===== config.mk =====
export PLATFORM = sky130hd
export DESIGN_NAME = char_row_blitter
export DESIGN_NICKNAME = d
export VERILOG_FILES = /design/src/rtl/char_row_blitter.sv
export SDC_FILE = /design/constraint.sdc
export NUM_CORES = 1
export LEC_CHECK = 0
export CELL_PAD_IN_SITES_DETAIL_PLACEMENT = 1
export CELL_PAD_IN_SITES_GLOBAL_PLACEMENT = 1
export CORE_MARGIN = 3
export CORE_UTILIZATION = 40
export CTS_BUF_LIST = sky130_fd_sc_hd__clkbuf_4
export CTS_CLUSTER_SIZE = 40
export DETAILED_ROUTE_END_ITERATION = 10
export GPL_ROUTABILITY_DRIVEN = 0
export GPL_TIMING_DRIVEN = 0
export PLACE_DENSITY = 0.85
export RECOVER_POWER = 100
export SYNTH_ARGS = -nofsm -noshare
export SYNTH_HDL_FRONTEND = slang
export SYNTH_SLANG_ARGS = --single-unit

===== constraint.sdc =====
create_clock -name clk_i -period 5.2 [get_ports clk_i]
set_clock_uncertainty 0.15 [all_clocks]
set_input_delay 1.04 -clock clk_i [delete_from_list [all_inputs] [get_ports clk_i]]
set_output_delay 1.04 -clock clk_i [all_outputs]
set_load 0.01 [all_outputs]

===== src/rtl/char_row_blitter.sv =====
// char_row_blitter: draws one glyph into the framebuffer, one row at a time.
// For each glyph row it fetches the row bits from a synchronous font ROM, pulses row_start_o
// to launch the external row counter, then turns the counter's one-hot column vector into
// registered pixel writes. Rows advance on row_finish_i until the whole glyph is drawn.
//
// Ports:
//   clk_i, rst_ni                    clock, asynchronous active-low reset
//   draw_req_i                       draw request, sampled only while idle
//   draw_x_i, draw_y_i               glyph top-left screen position
//   char_code_i                      glyph index into the font ROM
//   fg_color_i, bg_color_i           colours for set / clear glyph bits
//   busy_o, done_o, err_o            status; done_o and err_o are one-cycle pulses
//   rom_addr_o, rom_data_i           font ROM port (data one cycle after address)
//   row_start_o                      start pulse to the row counter
//   col_onehot_i, row_finish_i       row counter count register and finish flag
//   pix_we_o, pix_addr_o, pix_data_o registered framebuffer write port
module char_row_blitter #(
  parameter int unsigned CHAR_WIDTH    = 20,
  parameter int unsigned CHAR_HEIGHT   = 20,
  parameter int unsigned SCREEN_WIDTH  = 640,
  parameter int unsigned SCREEN_HEIGHT = 480,
  parameter int unsigned ADDR_WIDTH    = 19,
  parameter int unsigned ROM_AW        = 13
) (
  input  logic                  clk_i,
  input  logic                  rst_ni,
  input  logic                  draw_req_i,
  input  logic [9:0]            draw_x_i,
  input  logic [8:0]            draw_y_i,
  input  logic [7:0]            char_code_i,
  input  logic [7:0]            fg_color_i,
  input  logic [7:0]            bg_color_i,
  output logic                  busy_o,
  output logic                  done_o,
  output logic                  err_o,
  output logic [ROM_AW-1:0]     rom_addr_o,
  input  logic [CHAR_WIDTH-1:0] rom_data_i,
  output logic                  row_start_o,
  input  logic [31:0]           col_onehot_i,
  input  logic                  row_finish_i,
  output logic                  pix_we_o,
  output logic [ADDR_WIDTH-1:0] pix_addr_o,
  output logic [7:0]            pix_data_o
);

  localparam int unsigned RowW = (CHAR_HEIGHT > 1) ? $clog2(CHAR_HEIGHT) : 1;

  typedef enum logic [2:0] {StIdle, StFetch, StStart, StRun, StDone} state_e;

  state_e                state_q, state_d;
  logic [RowW-1:0]       row_q, row_d;
  logic [CHAR_WIDTH-1:0] row_bits_q, row_bits_d;
  logic [9:0]            x_q, x_d;
  logic [8:0]            y_q, y_d;
  logic [7:0]            code_q, code_d;
  logic [7:0]            fg_q, fg_d;
  logic [7:0]            bg_q, bg_d;
  logic                  pix_we_q, pix_we_d;
  logic [ADDR_WIDTH-1:0] pix_addr_q, pix_addr_d;
  logic [7:0]            pix_data_q, pix_data_d;

  logic [4:0]  col;
  logic        col_vld;
  logic        glyph_bit;
  logic [31:0] scr_x, scr_y;
  logic        clip;

  // Lowest set bit of the counter vector; a zero vector is a protocol fault.
  always_comb begin
    col     = '0;
    col_vld = 1'b0;
    for (int i = 31; i >= 0; i--) begin
      if (col_onehot_i[i]) begin
        col     = 5'(i);
        col_vld = 1'b1;
      end
    end
  end

  // Column 0 is the MSB of the ROM row; columns beyond the glyph read as background.
  always_comb begin
    glyph_bit = 1'b0;
    for (int i = 0; i < int'(CHAR_WIDTH); i++) begin
      if (32'(col) == 32'(i)) begin
        glyph_bit = row_bits_q[CHAR_WIDTH-1-i];
      end
    end
  end

  // Offsets are added at full width so off-screen pixels are detected before truncation.
  assign scr_x = 32'(x_q) + 32'(col);
  assign scr_y = 32'(y_q) + 32'(row_q);
  assign clip  = (scr_x >= SCREEN_WIDTH) || (scr_y >= SCREEN_HEIGHT);

  assign rom_addr_o = ROM_AW'(32'(code_q) * CHAR_HEIGHT + 32'(row_q));

  always_comb begin
    state_d     = state_q;
    row_d       = row_q;
    row_bits_d  = row_bits_q;
    x_d         = x_q;
    y_d         = y_q;
    code_d      = code_q;
    fg_d        = fg_q;
    bg_d        = bg_q;
    pix_we_d    = 1'b0;
    pix_addr_d  = pix_addr_q;
    pix_data_d  = pix_data_q;
    busy_o      = (state_q != StIdle);
    done_o      = 1'b0;
    err_o       = 1'b0;
    row_start_o = 1'b0;

    unique case (state_q)
      StIdle: begin
        if (draw_req_i) begin
          x_d     = draw_x_i;
          y_d     = draw_y_i;
          code_d  = char_code_i;
          fg_d    = fg_color_i;
          bg_d    = bg_color_i;
          row_d   = '0;
          state_d = StFetch;
        end
      end
      StFetch: begin
        state_d = StStart;
      end
      StStart: begin
        row_bits_d  = rom_data_i;
        row_start_o = 1'b1;
        state_d     = StRun;
      end
      StRun: begin
        if (!col_vld) begin
          err_o   = 1'b1;
          state_d = StIdle;
        end else begin
          pix_we_d   = !clip;
          pix_addr_d = ADDR_WIDTH'(scr_y * SCREEN_WIDTH + scr_x);
          pix_data_d = glyph_bit ? fg_q : bg_q;
          if (row_finish_i) begin
            if (row_q == RowW'(CHAR_HEIGHT - 1)) begin
              state_d = StDone;
            end else begin
              row_d   = row_q + RowW'(1);
              state_d = StFetch;
            end
          end
        end
      end
      StDone: begin
        done_o  = 1'b1;
        state_d = StIdle;
      end
      default: begin
        state_d = StIdle;
      end
    endcase
  end

  always_ff @(posedge clk_i or negedge rst_ni) begin
    if (!rst_ni) begin
      state_q    <= StIdle;
      row_q      <= '0;
      row_bits_q <= '0;
      x_q        <= '0;
      y_q        <= '0;
      code_q     <= '0;
      fg_q       <= '0;
      bg_q       <= '0;
      pix_we_q   <= 1'b0;
      pix_addr_q <= '0;
      pix_data_q <= '0;
    end else begin
      state_q    <= state_d;
      row_q      <= row_d;
      row_bits_q <= row_bits_d;
      x_q        <= x_d;
      y_q        <= y_d;
      code_q     <= code_d;
      fg_q       <= fg_d;
      bg_q       <= bg_d;
      pix_we_q   <= pix_we_d;
      pix_addr_q <= pix_addr_d;
      pix_data_q <= pix_data_d;
    end
  end

  assign pix_we_o   = pix_we_q;
  assign pix_addr_o = pix_addr_q;
  assign pix_data_o = pix_data_q;

endmodule


==> out/metrics.csv <==
metric,value,unit
GRT overflow,0,
post-route insts no fill,1011,
clock tree sinks,99,
Setup TNS,0,ns
Setup Viol. Count Final,0,
Design Power,0.005786,W
Hold Slack,0.3412,ns
Die W,132.1,µm
Top Ports,144,
worst path required time,5.48,ns
Final Hold Fails,0,
"wirelength, routed",19500,µm
startpoint types,input port,
Placed Instances,985,
register area,0.002477,mm²
prevailing post-synth register cell,dfrtp_1,
Post-synth EDFFs,0,
period utilization,0.9700,
Sequential Power Share,0.250,
largest net degree at the start of global routing,52,
Post-Synth Adder-Cell Area,0.1077,
Syn Inst Count,632,
switching power,0.002570,W
global-route wire length before repair,31240,µm
Avg Vias per Cell,5.367,
# rows,45,
total CTS buffers,9,
fin crit period,5.044,ns
vias,5426,
DR DRC count,0,
Antenna Nets Post-Route,0,
min-delay worst type,reg2reg,
Die H,132.1,µm
post-synth top area share,0.3892,
Skew-Pair Late Insertion Delay,0.51,ns
Max transition margin,-0.8016,
DP Wirelength,14980,µm
reg2reg path depth,18,
CP Max Fanout,8,
"Seq/Total Area, Yosys",0.3892,
syn nets,782,
CTS tree,yes,
"Hold-fix buffers, CTS",0,
RR Endpoint,pix_addr_o[18],
XOR/XNOR Fraction of Synth Area,0.06605,
failing checks,"max-capacitance violations, max-slew violations",
number of distinct library cells after synthesis,62,
top cell type by total area after synthesis,dfrtp_1,
initial antenna violation count,2,
core area,0.01537,mm²
H-tree levels,3,
average size of a mapped cell,10.07,µm²
Clock transition at path regs,0.15,ns
multiplexer share of the synthesized area,0.1235,
worst-margin pin slew,2.702,ns
Area contributors post-synth,"dfrtp_1, mux2_2, ha_1, xnor2_1, nand2_1",
clock power share,0.076,
pins over their slew limit,52,
area occupied by multi-input gates,0.003879,mm²
"Async S/R FF share, synth",1.000,
Syn. warnings,0,
Worst Path Arrival,5.32,ns
Int Power,0.003216,W
Worst Hold Launch,pix_addr_o[16],
CP startpoint,col_onehot_i[22],
Initial Util,0.4141,
max cap viols,1,
DR WL/cell,19.29,µm
VDD IR max,0.5851,mV
clock tree buffer depth,2,
fillers,1697,
switch share,0.4441,
Syn Std Cell Area,0.006365,mm²
largest family of logic cells by synthesized area,compound AO/OA/AOI/OAI gates,
number of global-route vias before repair,6096,
status,finished with violations,
utilization after layout,0.5516,
Port Buf Inserts,141,
Setup Crit Path Kind,in2reg,
RR Startpoint,row_q[0],
"setup slack, reg-to-reg",0.65,ns
area grow syn2layout,33.22,%
GRT Total Usage,0.2222,
Logic pwr share,0.675,
element type at the critical path end,register,
PwrDens,682.4,mW/mm²
Root Buffer,clkbuf_4,
Compound-Gate Fraction of Synth Area,0.1433,
Final nets,943,
f_max,198.2,MHz
Post-Synth Simple-Gate Area,0.1374,
full die area,0.01746,mm²
Leak,3.642,nW
DRT iter0 DRCs,238,
Initial DRT Pass Iterations,4,
crit path to,pix_addr_o[15],
layout cell share with drive strength beyond 1,0.1717,
Yosys reg bits,99,
[critical path, stage by stage]
cell             delay [ns]
clkdlybuf4s50_1        0.60
nor2_1                 0.06
o311ai_0               0.33
a21oi_1                0.08
buf_4                  0.16
buf_4                  0.14
o32ai_2                0.33
maj3_1                 0.35
a21oi_4                0.09
o21ai_4                0.21
nand3_2                0.13
xnor2_2                0.18
ha_2                   0.21
inv_1                  0.05
fa_2                   0.35
inv_1                  0.06
a21o_1                 0.11
a21oi_1                0.10
nor3b_2                0.30
nand2_1                0.14
xor2_1                 0.16
o21ai_1                0.13
[what timing repair did]
action                     in CTS  in global routing
pin swaps                       5                 11
setup endpoints to repair       9                  7
buffers inserted                5                  3
resized for setup              16                 40
[cell usage after synthesis, drive strengths merged (12+ instances only)]
cell type and count:
nor3 12, nor4 12, dfrtp 99, a21oi 36, clkbuf 15, ha 46, o21ai 36, xnor2 29
mux2 60, xor2 19, inv 32, nand2 50, nor2 43
[final cells by class]
class,instances,area share
clock buffers,10,0.008853
multi-input cells,480,0.4574
flip-flops and latches,99,0.2922
well taps,211,0.03113
repair buffers,150,0.1757
clock inverters,6,0.008558
plain buffers,21,0.01136
inverters,32,0.01417
diodes,2,0.0005902
[power by group through the flow]
stage,clock [W],combinational [W],sequential (W)
floorplan,0,0.00248,0.00142
global placement,0,0.00357,0.00144
detailed placement,0,0.00378,0.00147
CTS,0.000453,0.00392,0.00145
global route,0.000493,0.00435,0.00150
finish,0.000439,0.00390,0.00144
[sequential cells by signal, indices dropped and copies added (netlist names)]
name	count
row_q	5
row_bits_q	20
fg_q	8
code_q	8
pix_data_o	8
pix_addr_o	19
bg_q	8
x_q	10
state_q	3
pix_we_o	1
y_q	9
[cells in the final DEF (no fill, tap or decap), types with 5 or more instances in the layout]
cell and instances:
o21ai_0 32, xnor2_1 27, nor2b_1 9, a21oi_2 5, nand2_1 50, clkdlybuf4s50_1 98, buf_4 10, mux2i_1 11
nor3_1 12, nand3_1 6, o21bai_1 8, a21oi_1 30, inv_1 32, mux2_2 60, ha_1 44, xor2_1 18
clkbuf_1 17, and2_1 5, nor2_1 40, dfrtp_1 99, dlymetal6s2s_1 8, clkbuf_4 10, a21o_1 11, dlygate4sd3_1 34
nor4_1 8
[through the flow]
stage               instance area [µm²]  setup slack [ns]
floorplan                          6365           0.05283
detailed placement                 8065            -1.290
global placement                   8040            -1.016
global route                       8479          -0.03962
finish                             8479            0.1558
CTS                                8307           0.02977
[routing by layer]
layer  GRT usage  share of wire
met2      0.3917           0.52
met1      0.2683           0.41
met4     0.05893          0.019
met3     0.06031          0.055
met5           0              0
[kinds of logic after synthesis]
kind of cell             Yosys count
XOR/XNOR                          48
flip-flops                        99
adder cells (fa/ha/maj)           52
AO/OA/AOI/OAI                    133
AND/OR/NAND/NOR                  176
multiplexers                      71
buffers and inverters             53
[worst min path at each step]
stage | end | slack [ns] | cells past startpoint
floorplan | row_bits_q[16] | 0.32 | 1
global placement | pix_addr_o[1] | 0.31 | 2
detailed placement | pix_addr_o[7] | 0.32 | 2
CTS | pix_addr_o[16] | 0.35 | 2
global route | pix_addr_o[18] | 0.38 | 2
finish | pix_addr_o[16] | 0.34 | 2
Power figures use the tool's default switching activity.
